### config.mk
export PLATFORM = sky130hd
export DESIGN_NAME = pc_sequencer
export DESIGN_NICKNAME = d
export VERILOG_FILES = /design/src/rtl/pc_sequencer.sv
export SDC_FILE = /design/constraint.sdc
export NUM_CORES = 1
export LEC_CHECK = 0
export BUFFER_PORTS_ARGS = -buffer_cell sky130_fd_sc_hd__buf_2
export CAP_MARGIN = 15
export CELL_PAD_IN_SITES_DETAIL_PLACEMENT = 2
export CELL_PAD_IN_SITES_GLOBAL_PLACEMENT = 2
export CORE_MARGIN = 4
export CORE_UTILIZATION = 33
export CTS_CLUSTER_SIZE = 20
export DETAILED_ROUTE_END_ITERATION = 12
export PLACE_DENSITY_LB_ADDON = 0.2
export SYNTH_ARGS = -nofsm -noshare
export SYNTH_HDL_FRONTEND = slang
export SYNTH_SLANG_ARGS = --single-unit
export TNS_END_PERCENT = 5
### constraint.sdc
create_clock -name clk -period 4.15 [get_ports clk]
set_input_delay 0.415 -clock clk [delete_from_list [all_inputs] [get_ports clk]]
set_output_delay 0.415 -clock clk [all_outputs]
set_load 0.005 [all_outputs]
### src/rtl/pc_sequencer.sv
// pc_sequencer: PC register sequencing (inc/branch/jump/vector); PC_SEQ_DEC_EN enables DEC.
module pc_sequencer #(
  parameter logic [15:0] RESET_PC = 16'h0000,
  parameter logic [15:0] VEC_NMI  = 16'hFFFA,
  parameter logic [15:0] VEC_RST  = 16'hFFFC,
  parameter logic [15:0] VEC_IRQ  = 16'hFFFE
) (
  input  logic        clk,
  input  logic        rst,
  input  logic        cmd_valid,
  output logic        cmd_ready,
  input  logic [2:0]  cmd_op,
  input  logic [7:0]  cmd_offset,
  input  logic [7:0]  cmd_low,
  input  logic [7:0]  cmd_high,
  input  logic [1:0]  cmd_vec_sel,
  output logic        mem_rd,
  output logic [15:0] mem_addr,
  input  logic [7:0]  mem_rdata,
  output logic [7:0]  pc_low,
  output logic [7:0]  pc_high,
  output logic        page_cross
);
  typedef enum logic [2:0] {RV_LO, RV_HI, IDLE, BR_FIX, VEC_LO, VEC_HI} state_t;
  state_t state, state_nxt;
  logic [15:0] pc, pc_nxt, base, base_nxt, vec_base, rd_addr;
  logic [7:0] tmp, tmp_nxt;
  logic [8:0] br_sum;
  logic fix_dn, fix_dn_nxt, br_fix, fetch, hi_phase, accept;
  always_comb begin
    br_sum = {1'b0, pc[7:0]} + {1'b0, cmd_offset};
    // fix needed when carry disagrees with offset sign
    br_fix = cmd_offset[7] ^ br_sum[8];
    vec_base = cmd_vec_sel == 2'b00 ? VEC_NMI : cmd_vec_sel == 2'b01 ? VEC_RST : VEC_IRQ;
    fetch = state inside {RV_LO, RV_HI, VEC_LO, VEC_HI};
    hi_phase = state inside {RV_HI, VEC_HI};
    rd_addr = ((state inside {RV_LO, RV_HI}) ? VEC_RST : base) + {15'd0, hi_phase};
    cmd_ready = state == IDLE;
    mem_rd = fetch & ~rst;
    mem_addr = mem_rd ? rd_addr : 16'h0000;
    page_cross = state == BR_FIX;
    accept = cmd_valid & cmd_ready;
    state_nxt = state;
    pc_nxt = pc;
    tmp_nxt = tmp;
    base_nxt = base;
    fix_dn_nxt = fix_dn;
    case (state)
      RV_LO, VEC_LO: begin
        tmp_nxt = mem_rdata;
        state_nxt = state == RV_LO ? RV_HI : VEC_HI;
      end
      RV_HI, VEC_HI: begin
        pc_nxt = {mem_rdata, tmp};
        state_nxt = IDLE;
      end
      BR_FIX: begin
        pc_nxt[15:8] = pc[15:8] + (fix_dn ? 8'hFF : 8'h01);
        state_nxt = IDLE;
      end
      default: if (accept) begin
        case (cmd_op)
          3'b001: pc_nxt = pc + 16'd1;
          3'b010: begin
            pc_nxt = {pc[15:8], br_sum[7:0]};
            fix_dn_nxt = cmd_offset[7];
            state_nxt = br_fix ? BR_FIX : IDLE;
          end
          3'b011: pc_nxt = {cmd_high, cmd_low};
          3'b100: begin
            base_nxt = vec_base;
            state_nxt = VEC_LO;
          end
`ifdef PC_SEQ_DEC_EN
          3'b101: pc_nxt = pc - 16'd1;
`else
          3'b101: pc_nxt = pc;
`endif
          default: pc_nxt = pc;
        endcase
      end
    endcase
  end
  always_ff @(posedge clk or posedge rst) begin
    if (rst) begin
      state <= RV_LO;
      pc <= RESET_PC;
      tmp <= 8'h00;
      base <= 16'h0000;
      fix_dn <= 1'b0;
    end else begin
      state <= state_nxt;
      pc <= pc_nxt;
      tmp <= tmp_nxt;
      base <= base_nxt;
      fix_dn <= fix_dn_nxt;
    end
  end
  assign pc_low = pc[7:0];
  assign pc_high = pc[15:8];
endmodule
==> metrics.txt, run 1 <==
Tmin final=2.34 ns; sequential fraction of the synthesis area=28.4%; number of top-level pins=75; Finished Cell Area=0.00317 mm2; routed len/inst=19.5 um; Worst Setup Start Kind=flip-flop; Starting Density=34.7%; Iter 0 DRT Violations=68; Critical R2R Launch=fix_dn$_DFFE_PP0P_; pre-CTS setup slack=1.85 ns; Post-DP HPWL=7270 um; CTS clk-pin slew, worst paths=0.07 ns; Fill cells=917; Setup-failing EPs final=0; Tcrit/Tclk final=56.4%; maximum clock frequency=427 MHz; postcts setup bufs=0; Clock Tree Buf Depth=2; Async SR Flop Fraction=100%; reg-to-reg setup timing slack=1.85 ns; ranking of synthesized cells by area=dfrtp_1 (28%), ha_1 (6.9%), a21oi_1 (5.3%); PwrDens=688 mW/mm2; dpl cells=471; Post-Syn Area=0.00274 mm2; fin. max-slew vios=0; initial antenna violation count=0; ys flop type=dfrtp_1; largest net degree at the start of global routing=32; CP max FO=13; CTS Hold Buffers Added=0; ANT nets after route=0; CTS sink count=31; clk root buf=clkbuf_8; slowest CP cell=a21boi_1; post-CTS sizing=0; FF-to-FF path depth=7; NumNets Final=433; syn_nets=375; Area after DPL=0.00308 mm2; Min-Delay Path Class=in -> async; RR Endpoint=pc[15]$_DFFE_PP0P_; CP max stage delay=0.58 ns; Critical Path AT=1.93 ns; CP Capture Type=output port; RePlAce Congestion=0.776; Synthesis Warnings=0; post-route non-filler standard cell count=478; Synth top area share=28.4%; total wire length=9340 um; slew at the pin closest to its max-slew limit=0.987 ns; die width=99.0 um; fin util=40.2%; Rows=32; Port Buffer Count=74; Yosys reg bits=31; max-cap viol count=0; number of global-route vias before repair=2974; RSZ-0062 raised after global routing=no; status=finished, final reports clean; Syn-to-layout area delta=15.9%; clk_lat worst skew=0.28 ns; CP startpoint=state[1]$_DFFE_PP0P_; Die Ht=99.0 um; Num CTS Buffers=5; Gate Count Post-Synth=318; gr usage total=19.0%; crit path cell chain=nor2_1 -> a21boi_1 -> buf_2; WP data required=3.73 ns; routed vias=2757; H-Tree Depth=2; layout cells sized above 1=25.8%; number of synthesized flops with an enable pin=0; leakage=0.00144 uW; syn avg cell area=8.60 um2; CORE AREA=0.00789 mm2; Slew headroom=34.0%; setup TNS=0 ns; Final Hold Vio Count=0; setup ws final=1.81 ns; CTS tree=built; first-pass GRT wire length=15200 um; Layout Skew=0.00268 ns; CP Class=reg -> out; maximum VDD drop=267 uV; Yosys cell types=65; gr ovfl total=0; Die ar.=0.00981 mm2; cell taking the most area after synthesis=dfrtp_1; drt first pass iters=4; Via density=5.77; drc violations=0; Ant. Diodes=0
## sequential cells by signal (all words and copies together) (netlist names)
| register | cells |
|---|---|
| fix_dn | 1 |
| pc | 16 |
| base | 3 |
| state | 3 |
| tmp | 8 |
## layout make-up
type / instances / area, um2 / area share (%)
multi-input cells: 253 / 1760 / 55.5
flip-flops and latches: 31 / 776 / 24.5
repair buffers: 76 / 385 / 12.2
well taps: 102 / 128 / 4.03
clock buffers: 6 / 82.6 / 2.60
inverters: 9 / 33.8 / 1.07
clock inverters: 1 / 5.00 / 0.158
## metal layers
layer	part of all wire [%]	track usage [%]	vias up
met1	45	24.6	1402
met3	4.0	3.04	2
met5	0	0	-
met4	0.20	1.89	0
met2	51	34.2	53
li1	-	-	1300
## Yosys cell counts, types with 4 or more instances
library cell / number
dfrtp_1: 31
a21oi_1: 29
nand2_1: 25
nor2_1: 20
ha_1: 15
o21ai_1: 14
buf_4: 13
nand3_1: 12
inv_1: 9
nor3_1: 9
mux2_1: 8
o21ai_0: 8
xnor2_1: 8
and3_1: 6
clkbuf_1: 6
o211ai_1: 6
a211oi_1: 5
nor2b_1: 5
xor2_1: 5
a22oi_1: 4
a31oi_1: 4
## cell usage in the layout, fill, tap and decap left out, drive strengths merged, types with 8 or more instances in the layout
cell type,count
o21ai,23
xnor2,8
buf,76
nand3,12
ha,15
nor3,9
nand2,28
mux2,9
dfrtp,31
inv,9
a21oi,29
nor2,20
## through the flow
step	hold WS, ns	power, uW
global route	0.290	2390
global placement	0.431	1880
finish	0.252	2180
CTS	0.270	2210
floorplan	0.414	1540
detailed placement	0.457	1940
## critical path: cells and delay by family (launching register included)
family	cells	cell delay [ns]
AND/OR/NAND/NOR	1	0.31
AO/OA/AOI/OAI	1	0.58
flip-flops	1	0.53
buffers and inverters	1	0.23
## power by group
group	internal (uW)	switching, uW	total (uW)	leakage [uW]
clock	130	120	250	0.0000470
sequential	442	258	701	0.000364
combinational	568	663	1230	0.00103
## how the worst max path moves through the flow
| stage | end | cells past startpoint |
|---|---|---|
| finish | mem_addr[5] | 3 |
| global route | mem_addr[5] | 3 |
| CTS | mem_addr[5] | 3 |
| detailed placement | state[0]$_DFFE_PP0P_ | 10 |
| global placement | pc[7]$_DFFE_PP0P_ | 8 |
| floorplan | pc[15]$_DFFE_PP0P_ | 6 |
## logic make-up (layout without fill, tap and decap cells)
kind of cell             after synthesis  after routing  synth area share (%)
AO/OA/AOI/OAI                        107            107                  26.4
AND/OR/NAND/NOR                      106            106                  21.4
multiplexers                          10             10                  4.07
adder cells (fa/ha/maj)               17             17                  8.33
XOR/XNOR                              13             13                  4.16
buffers and inverters                 34             92                  7.27
flip-flops                            31             31                  28.4
Note: power is estimated with default switching activity, not from simulation.
==> run 2, diff against run 1 <==
- ABC_AREA: not set -> 1
- CORE_UTILIZATION: 33 -> 28
- clock period: 4.15 -> 2.41 ns (I/O delays scaled with it)
==> metrics.txt, run 2 <==
drt first pass iters=4; WP data required=2.17 ns; Yosys reg bits=31; CORE AREA=0.00995 mm2; Sequential Power Share=24.7%; Sw Ratio=51.7%; multiplexer area fraction after synthesis=0.386%; biggest regs=pc (16), tmp (8); Tcrit/Tclk final=82.9%; Port Buffer Count=74; Synthesis Warnings=0; clk root buf=clkbuf_8; most common cell after layout, fill and taps aside=nand2_1; routed vias=3273; Commonest cells post-synth=nand2_1 (152), inv_1 (61), nor2_1 (52); ys flop type=dfrtp_1; Worst Setup Start Kind=flip-flop; Post-Syn Area=0.00292 mm2; Tmin final=2.00 ns; maximum clock frequency=500 MHz; Synth top area share=26.6%; largest family of logic cells by synthesized area=simple AND/OR/NAND/NOR gates; leading cell type by number of instances after synthesis=nand2_1; CP bufs+invs=2; gr ovfl total=0; CTS tree=built; Die ar.=0.0121 mm2; NumNets Final=600; slowest CP cell=a21oi_1; status=finished, final reports clean; Pint=2180 uW; leakage=0.00198 uW; Post-Synth Simple-Gate Area=38.3%; CTS clk-pin slew, worst paths=0.07 ns; Psw=2330 uW; slew at the pin closest to its max-slew limit=0.659 ns; ANT nets after route=0; most frequent cells in the layout=nand2_1 (152), buf_2 (74), inv_1 (61); max reg flops=16; Ant. Diodes=0; gr usage total=19.2%; Area after DPL=0.00341 mm2; syn avg cell area=6.22 um2; post-CTS sizing=0; CP max FO=13; setup TNS=0 ns; fin. max-slew vios=0; critical path's top delay family=compound AO/OA/AOI/OAI gates; Layout Skew=0.00654 ns; RePlAce Congestion=0.816; Die Ht=110 um; Largest Register=pc; xor and xnor area share after synthesis=1.80%; CP Capture Type=output port; Starting Density=29.3%; max layer used=met4; met3 wire len=302 um; Critical Path AT=1.76 ns; die width=110 um; number of top-level pins=75; Final Hold Vio Count=0; Via density=4.83; ranking of synthesized cells by area=dfrtp_1 (27%), nand2_1 (20%), inv_1 (7.9%); H-Tree Depth=2; worst hold margin=0.0518 ns; Clock Tree Buf Depth=2; Rows=36; syn_nets=526; CTS sink count=31; Iter 0 DRT Violations=106; wire length on met1=5310 um; Adder-Cell Fraction of Synth Area=7.81%; Comb pwr share=63.2%; clk_lat worst skew=0.28 ns; drc violations=0; layout cells sized above 1=20.4%; Clock Power Share=12.0%; sequential fraction of the synthesis area=26.6%; cell taking the most area after synthesis=dfrtp_1; Syn-to-layout area delta=20.9%; total wire length=11100 um; maximum VDD drop=438 uV; number of synthesized flops with an enable pin=0; Min-Delay Path Class=in -> async; Gate Count Post-Synth=469; post-synthesis compound-gate area fraction=12.1%; number of global-route vias before repair=3510; Setup-failing EPs final=0; CTS Hold Buffers Added=0; PwrDens=1280 mW/mm2; max-cap viol count=0; first-pass GRT wire length=18100 um; routed len/inst=16.4 um; CP max stage delay=0.53 ns; met2 wire len=5430 um; Post-DP HPWL=9240 um; RSZ-0062 raised after global routing=no; Async SR Flop Fraction=100%; Num CTS Buffers=5; crit path cell chain=nor2_1 -> inv_1 -> a21oi_1 -> buf_2; largest net degree at the start of global routing=32; Yosys cell types=37; Slew headroom=56.0%; CP Class=reg -> out; Finished Cell Area=0.00353 mm2; initial antenna violation count=0; postcts setup bufs=0
run 2: changes by cell type in the layout (fill, tap and decap cells not counted), moves of 8 or more:
cell     before  now
o21ai_1      14    6
inv_1         9   61
nor2_1       20   52
mux2_1        8    0
buf_4         2   10
o21ai_0       8   18
nand3_1      12   42
nand2_1      25  152
run 2: worst paths after layout:
| check | slack, ns | startpoint | end | cells after the start |
|---|---|---|---|---|
| setup / recovery | 0.41 | state[1]$_DFFE_PP0P_ | mem_addr[13] | 4 |
| hold / removal | 0.05 | rst | tmp[6]$_DFFE_PP0N_ | 3 |
| setup reg to reg | 0.47 | pc[0]$_DFFE_PP0P_ | state[0]$_DFFE_PP0P_ | 11 |
| hold reg to reg | 0.48 | base[14]$_DFFE_PP0P_ | base[14]$_DFFE_PP0P_ | 2 |
| max in group asynchronous | 2.05 | rst | pc[14]$_DFFE_PP0P_ | 3 |
| min in group clk | 0.20 | cmd_vec_sel[1] | base[1]$_DFFE_PP0P_ | 3 |
run 2: tightest hold or removal path, stage by stage:
cell and delay [ns]:
buf_2 0.11, inv_1 0.04, buf_4 0.36
run 2: logic make-up after synthesis:
logic type,after synthesis
simple gates,265
buf+inv,86
compound gates,63
flops,31
fa+ha+maj,17
xor+xnor,6
mux,1
run 2: stage by stage:
step | cells | total power, uW | utilization [%] | setup slack, ns
2_1_floorplan | 469 | 2990 | - | 0.707
3_3_place_gp | 669 | 3860 | 34.3 | 0.514
3_5_place_dp | 669 | 3990 | 34.3 | 0.479
4_1_cts | 677 | 4580 | 35.4 | 0.369
5_1_grt | 677 | 5050 | 35.4 | 0.214
6_report | 677 | 4510 | 35.4 | 0.412
run 2: cell type report:
cell class              instances  area, um2
inverters                      69        262
well taps                     133        166
clock inverters                 2       35.0
clock buffers                   6       82.6
fillers                      1291       6430
flip-flops and latches         31        776
multi-input cells             352       1760
repair buffers                 84        445
run 2: routing by layer:
| layer | vias to the layer above | GRT usage (%) |
|---|---|---|
| met5 | - | 0 |
| met4 | 0 | 2.94 |
| met3 | 5 | 2.27 |
| li1 | 1632 | - |
| met2 | 40 | 33.1 |
| met1 | 1596 | 26.3 |
run 2: power by group through the flow:
stage / Combinational (uW) / Sequential [uW] / Clock (uW)
floorplan: 1950 / 1040 / 0
global placement: 2750 / 1110 / 0
detailed placement: 2860 / 1140 / 0
CTS: 2900 / 1130 / 549
global route: 3290 / 1180 / 573
finish: 2850 / 1120 / 543
